### src/rtl/booth_pkg.sv
// rtl/booth_pkg.sv - shared widths and Booth radix-8 digit encoding
package booth_pkg;

  localparam int BOOTH_DEFAULT_WIDTH = 16;

  // Multiplier extended to a whole number of 3-bit groups covering WIDTH+1 bits.
  function automatic int booth_ext_width(input int width);
    return 3 * ((width + 3) / 3);
  endfunction

  function automatic int booth_num_digits(input int width);
    return booth_ext_width(width) / 3;
  endfunction

  typedef enum logic [2:0] {
    MAG_ZERO = 3'd0,
    MAG_X1   = 3'd1,
    MAG_X2   = 3'd2,
    MAG_X3   = 3'd3,
    MAG_X4   = 3'd4
  } booth_mag_e;

  typedef struct packed {
    logic       neg;
    booth_mag_e mag;
  } booth_digit_t;

endpackage

### src/rtl/booth_r8_encoder.sv
// rtl/booth_r8_encoder.sv - radix-8 Booth recoder for one overlapping 4-bit group
module booth_r8_encoder
  import booth_pkg::*;
(
  input  logic [3:0]   i_group,
  output booth_digit_t o_digit
);

  // Group is {b[3i+2], b[3i+1], b[3i], b[3i-1]}; value = -4*b3 + 2*b2 + b1 + b0.
  always_comb begin
    o_digit.neg = 1'b0;
    o_digit.mag = MAG_ZERO;
    case (i_group)
      4'b0000: begin o_digit.neg = 1'b0; o_digit.mag = MAG_ZERO; end
      4'b0001: begin o_digit.neg = 1'b0; o_digit.mag = MAG_X1;   end
      4'b0010: begin o_digit.neg = 1'b0; o_digit.mag = MAG_X1;   end
      4'b0011: begin o_digit.neg = 1'b0; o_digit.mag = MAG_X2;   end
      4'b0100: begin o_digit.neg = 1'b0; o_digit.mag = MAG_X2;   end
      4'b0101: begin o_digit.neg = 1'b0; o_digit.mag = MAG_X3;   end
      4'b0110: begin o_digit.neg = 1'b0; o_digit.mag = MAG_X3;   end
      4'b0111: begin o_digit.neg = 1'b0; o_digit.mag = MAG_X4;   end
      4'b1000: begin o_digit.neg = 1'b1; o_digit.mag = MAG_X4;   end
      4'b1001: begin o_digit.neg = 1'b1; o_digit.mag = MAG_X3;   end
      4'b1010: begin o_digit.neg = 1'b1; o_digit.mag = MAG_X3;   end
      4'b1011: begin o_digit.neg = 1'b1; o_digit.mag = MAG_X2;   end
      4'b1100: begin o_digit.neg = 1'b1; o_digit.mag = MAG_X2;   end
      4'b1101: begin o_digit.neg = 1'b1; o_digit.mag = MAG_X1;   end
      4'b1110: begin o_digit.neg = 1'b1; o_digit.mag = MAG_X1;   end
      default: begin o_digit.neg = 1'b0; o_digit.mag = MAG_ZERO; end
    endcase
  end

endmodule

### src/rtl/booth_radix8_multiplier.sv
// rtl/booth_radix8_multiplier.sv - 3-stage pipelined radix-8 Booth multiplier, signed/unsigned operands
module booth_radix8_multiplier
  import booth_pkg::*;
#(
  parameter int WIDTH = BOOTH_DEFAULT_WIDTH
) (
  input  logic               clk,
  input  logic               rst_n,
  input  logic               start,
  input  logic [WIDTH-1:0]   multiplicand,
  input  logic [WIDTH-1:0]   multiplier,
  input  logic [1:0]         sign_mode,
  output logic [2*WIDTH-1:0] product,
  output logic               done,
  output logic               busy
);

  localparam int EXT  = booth_ext_width(WIDTH);
  localparam int NDIG = booth_num_digits(WIDTH);
  localparam int PW   = 2 * WIDTH;
  localparam int AW   = WIDTH + 3;

  logic [WIDTH:0] w_a_ext;
  logic [EXT-1:0] w_b_ext;
  logic [AW-1:0]  w_a3;

  assign w_a_ext = {sign_mode[1] & multiplicand[WIDTH-1], multiplicand};
  assign w_b_ext = {{(EXT-WIDTH){sign_mode[0] & multiplier[WIDTH-1]}}, multiplier};
  assign w_a3    = {{2{w_a_ext[WIDTH]}}, w_a_ext} + {w_a_ext[WIDTH], w_a_ext, 1'b0};

  logic           r_s1_valid;
  logic [WIDTH:0] r_s1_a;
  logic [AW-1:0]  r_s1_a3;
  logic [EXT-1:0] r_s1_b;

  always_ff @(posedge clk) begin
    if (!rst_n) begin
      r_s1_valid <= 1'b0;
    end else begin
      r_s1_valid <= start;
      if (start) begin
        r_s1_a  <= w_a_ext;
        r_s1_a3 <= w_a3;
        r_s1_b  <= w_b_ext;
      end
    end
  end

  logic [EXT:0]  w_b_pad;
  booth_digit_t  w_digit [NDIG];
  logic [AW-1:0] w_a1;
  logic [AW-1:0] w_a2;
  logic [AW-1:0] w_a4;
  logic [AW-1:0] w_mag   [NDIG];
  logic [AW-1:0] w_sel   [NDIG];
  logic [PW-1:0] w_pp    [NDIG];

  // Appended zero supplies b[-1] for the lowest digit.
  assign w_b_pad = {r_s1_b, 1'b0};
  assign w_a1    = {{2{r_s1_a[WIDTH]}}, r_s1_a};
  assign w_a2    = {r_s1_a[WIDTH], r_s1_a, 1'b0};
  assign w_a4    = {r_s1_a, 2'b00};

  for (genvar g = 0; g < NDIG; g++) begin : g_enc
    booth_r8_encoder u_enc (
      .i_group (w_b_pad[3*g+3 -: 4]),
      .o_digit (w_digit[g])
    );
  end

  always_comb begin
    for (int i = 0; i < NDIG; i++) begin
      w_mag[i] = '0;
      w_sel[i] = '0;
      w_pp[i]  = '0;
    end
    for (int i = 0; i < NDIG; i++) begin
      case (w_digit[i].mag)
        MAG_X1:  w_mag[i] = w_a1;
        MAG_X2:  w_mag[i] = w_a2;
        MAG_X3:  w_mag[i] = r_s1_a3;
        MAG_X4:  w_mag[i] = w_a4;
        default: w_mag[i] = '0;
      endcase
      w_sel[i] = w_digit[i].neg ? (~w_mag[i] + AW'(1)) : w_mag[i];
      w_pp[i]  = {{(PW-AW){w_sel[i][AW-1]}}, w_sel[i]} << (3 * i);
    end
  end

  logic          r_s2_valid;
  logic [PW-1:0] r_s2_pp [NDIG];

  always_ff @(posedge clk) begin
    if (!rst_n) begin
      r_s2_valid <= 1'b0;
    end else begin
      r_s2_valid <= r_s1_valid;
      if (r_s1_valid) begin
        for (int i = 0; i < NDIG; i++) begin
          r_s2_pp[i] <= w_pp[i];
        end
      end
    end
  end

  // Modulo-2^PW sum; every partial product is already sign-extended to PW.
  logic [PW-1:0] w_sum;

  always_comb begin
    w_sum = '0;
    for (int i = 0; i < NDIG; i++) begin
      w_sum = w_sum + r_s2_pp[i];
    end
  end

  always_ff @(posedge clk) begin
    if (!rst_n) begin
      product <= '0;
      done    <= 1'b0;
    end else begin
      done <= r_s2_valid;
      if (r_s2_valid) begin
        product <= w_sum;
      end
    end
  end

  assign busy = r_s1_valid | r_s2_valid;

endmodule

### config.mk
export PLATFORM = sky130hd
export DESIGN_NAME = booth_radix8_multiplier
export DESIGN_NICKNAME = d
export VERILOG_FILES = /design/src/rtl/booth_pkg.sv /design/src/rtl/booth_r8_encoder.sv /design/src/rtl/booth_radix8_multiplier.sv
export SDC_FILE = /design/constraint.sdc
export NUM_CORES = 1
export LEC_CHECK = 0
export ABC_AREA = 1
export CORE_MARGIN = 4
export CORE_UTILIZATION = 57
export CTS_CLUSTER_DIAMETER = 30
export CTS_CLUSTER_SIZE = 40
export DETAILED_ROUTE_END_ITERATION = 8
export GPL_ROUTABILITY_DRIVEN = 0
export PLACE_DENSITY = 0.78
export SYNTH_ARGS = -nofsm -noshare
export SYNTH_HDL_FRONTEND = slang
export SYNTH_HIERARCHICAL = 1
export SYNTH_SLANG_ARGS = --single-unit
### constraint.sdc
create_clock -name clk -period 3.96 [get_ports clk]
set_input_delay 0.594 -clock clk [delete_from_list [all_inputs] [get_ports clk]]
set_output_delay 0.594 -clock clk [all_outputs]
set_load 0.005 [all_outputs]
==> metrics.yaml <==
cp_max_fo: 6
maxCapViolations: 0
fmax_ghz: 0.258
drt_iter0_drc: 2339
path_buf_inv: 5
p_sw_mw: 3.94
intPower_mw: 4.88
final_max_slew_viol_count: 0
fin_nets: 2724
die-area_um2: 34500
synthMuxAreaShare_pct: 0
critPathRequiredTime_ns: 4.32
setup_ws_ns: 0.0832
synth.distinct_cells: 42
routed_wirelength_um: 48800
r2r_setup_slack_ns: 0.08
yosys.area_share.simple_pct: 32.7
antenna_left: 0
cts.sinks: 198
setup_viol: 0
synth_top_area_share_pct: 27.2
critPathLaunch: "r_s2_pp[0][30]"
drtPass1Iterations: 6
grt_pass1_wl_um: 77500
cpMostUsedCell: "inv_1"
clk_latency_ns: 0.46
htree_num_levels: 4
synth_cells: 2489
fillCellCount: 2636
rsz0062_at_grt: "true"
cp-end-kind: "flip-flop"
ff2ff_path_depth: 16
drc: 0
fin_crit_sh_pct: 97.9
ys_seq_area_share_pct: 31.1
synth-async-reset-ratio_pct: 0
dr_total_vias: 16500
syn_to_final_growth_pct: 9.91
cts_hold_buf: 0
synth_compound_area_share_pct: 6.31
cp_num_cells: 16
hold_ws_ns: 0.481
critPathSlowestCell: "fa_1"
yosys_most_used_dff: "edfxtp_1"
slew_headroom_pct: 39.6
dp_cells: 2893
hold_path_class: "reg -> reg"
track_usage_pct: 28.5
synth_common_cells: "nand2_1 (759), inv_1 (378), nor2_1 (204)"
cts_tree: "yes"
finalCriticalPeriod_ns: 3.88
gr-total-overflow: 0
numCtsBuffers: 17
cp-endpoint: "product[29]"
path_delay_family: "adder cells"
vias_per_cell: 5.64
synthTopCellsByArea: "edfxtp_1 (27%), nand2_1 (16%), fa_1 (8.6%)"
powerDensity_nw_per_um2: 446
fp-row-count: 64
synth_edf_count: 163
start_kind: "flip-flop"
hpwl_um: 36500
finalHoldViolations: 0
power.leakage_nw: 9.84
hold_depth: 2
io_buffers: 70
synth-xor-area-share_pct: 4.23
synthAdderAreaFrac_pct: 14.9
pre_cts_ws_ns: 0.104
drive_above_1_share_pct: 8.21
synth_area_per_cell_um2: 7.23
synth.most_common_cell: "nand2_1"
comb_power_share_pct: 49.7
core_area_um2: 30900
grt_pass1_vias: 15300
die_width_um: 186
timing.rr.end: "product[29]"
antenna_found_initial: 2
final_cells: 2929
synth_top_family_by_area: "simple AND/OR/NAND/NOR gates"
clkPwrFrac_pct: 19.9
cts_root_buf: "clkbuf_16"
grt_max_degree: 55
ir_drop_v: 0.000351
start_util_pct: 58.2
die_h_um: 186
outcome: "complete, no violations"
yosysWarnings: 6
yosys_register_bits: 198
path_clk_slew_ns: 0.08
regToRegStartpoint: "r_s2_pp[0][30]"
tightest_slew_ns: 0.906
ios: 71
avgRoutedWirePerCell_um: 16.6
path_class: "reg -> reg"
crit_chain: "clkinvlp_4 -> fa_1 -> inv_1 -> fa_1 -> inv_1 -> fa_1 -> inv_1 -> ha_4 -> a21oi_1 -> o21ai_0 -> a21oi_1 -> nand3_2 -> nand2_1 -> nand2_1 -> o21ai_1 -> inv_1"
yosysTopAreaCell: "edfxtp_1"
synth_area_um2: 18000
cts_buffer_depth: 2
switching_share_pct: 44.7
crit_arrival_ns: 4.23
finalClockSkew_ns: 0.0127
worst_path_largest_cell_delay_ns: 0.57
seqPwrFrac_pct: 30.4
## registers in the layout (all words and copies together), names as in the netlist
name / flops
done: 1
product: 32
r_s1_a: 17
r_s1_a3: 17
r_s1_b: 17
r_s1_valid: 1
r_s2_pp: 112
r_s2_valid: 1
## how the worst min path moves through the flow
stage | from | to | slack [ns]
after floorplan | r_s1_valid | r_s2_valid | 0.42
after global placement | r_s2_pp[0][0] | product[0] | 0.45
after detailed placement | r_s2_pp[0][1] | product[1] | 0.47
after CTS | r_s2_pp[0][1] | product[1] | 0.49
after global routing | r_s2_pp[0][0] | product[0] | 0.52
final | r_s2_pp[0][1] | product[1] | 0.48
## power groups by stage
stage	Clock (mW)	Sequential, mW	Combinational [mW]
after global placement	0	2.70	3.81
after CTS	1.79	2.66	3.93
after global routing	1.88	2.68	4.89
after detailed placement	0	2.71	3.90
after floorplan	0	2.61	3.02
final	1.75	2.68	4.39
## layout make-up
class / count / area [µm²] / share of cell area (%)
diodes: 1 / 2.50 / 0.0126
clock buffers: 18 / 429 / 2.17
clock inverters: 14 / 165 / 0.835
inverters: 400 / 1520 / 7.66
multi-input cells: 1814 / 10700 / 54.2
flip-flops and latches: 198 / 5600 / 28.3
well taps: 396 / 495 / 2.50
repair buffers: 88 / 856 / 4.33
## cell usage in the layout (no fill, tap or decap), types with 4 or more instances in the layout
cell,count
clkdlybuf4s50_1,70
nand3b_1,11
edfxtp_1,163
o21ai_0,91
o21bai_1,5
inv_8,5
a21oi_1,57
inv_1,374
nand3_2,9
ha_1,80
xor2_1,56
xnor2_1,31
o22ai_1,13
nand2_2,31
nand3_1,189
a31oi_1,7
fa_1,77
inv_2,18
o21ai_1,29
inv_6,4
buf_4,15
nand2_1,752
ha_4,9
nand2_4,6
nand4_1,66
a21oi_2,5
dfxtp_1,35
inv_4,4
clkbuf_16,17
or2_2,4
nor2_2,42
nor2_4,21
nor2_1,199
## cells by family (layout without fill, tap and decap cells)
logic type	count (synthesis)	in the layout
xor+xnor	87	87
fa+ha+maj	168	168
other cells	1	4
simple gates	1341	1341
flops	198	198
buf+inv	479	520
compound gates	215	215
## per-layer routing
metal | GRT usage (%) | vias to the layer above | wire, µm
li1 | - | 7938 | -
met1 | 37.8 | 7412 | 19000
met2 | 44.9 | 945 | 21400
met3 | 5.90 | 227 | 5480
met4 | 13.9 | 0 | 2860
met5 | 0 | - | 0
## repair_timing
item,in CTS,in global routing
gates resized for setup,0,60
endpoints found under the setup margin,0,12
buffers inserted,0,3
## stage by stage
step	utilization [%]	area [µm²]	total power, mW	setup TNS [ns]
global route	64.0	19800	9.45	-0.476
CTS	63.1	19500	8.38	0
floorplan	-	18000	5.62	0
finish	64.0	19800	8.82	0
detailed placement	61.2	18900	6.61	0
global placement	61.2	18900	6.51	0
## worst reg2reg max path, cell delays in order (launching register included)
cell and delay (ns):
edfxtp_1 0.41, clkinvlp_4 0.23, fa_1 0.54, inv_1 0.07, fa_1 0.57, inv_1 0.07
fa_1 0.53, inv_1 0.06, ha_4 0.26, a21oi_1 0.26, o21ai_0 0.15, a21oi_1 0.24
nand3_2 0.12, nand2_1 0.07, nand2_1 0.05, o21ai_1 0.12, inv_1 0.04
(Power assumes the default switching activity.)
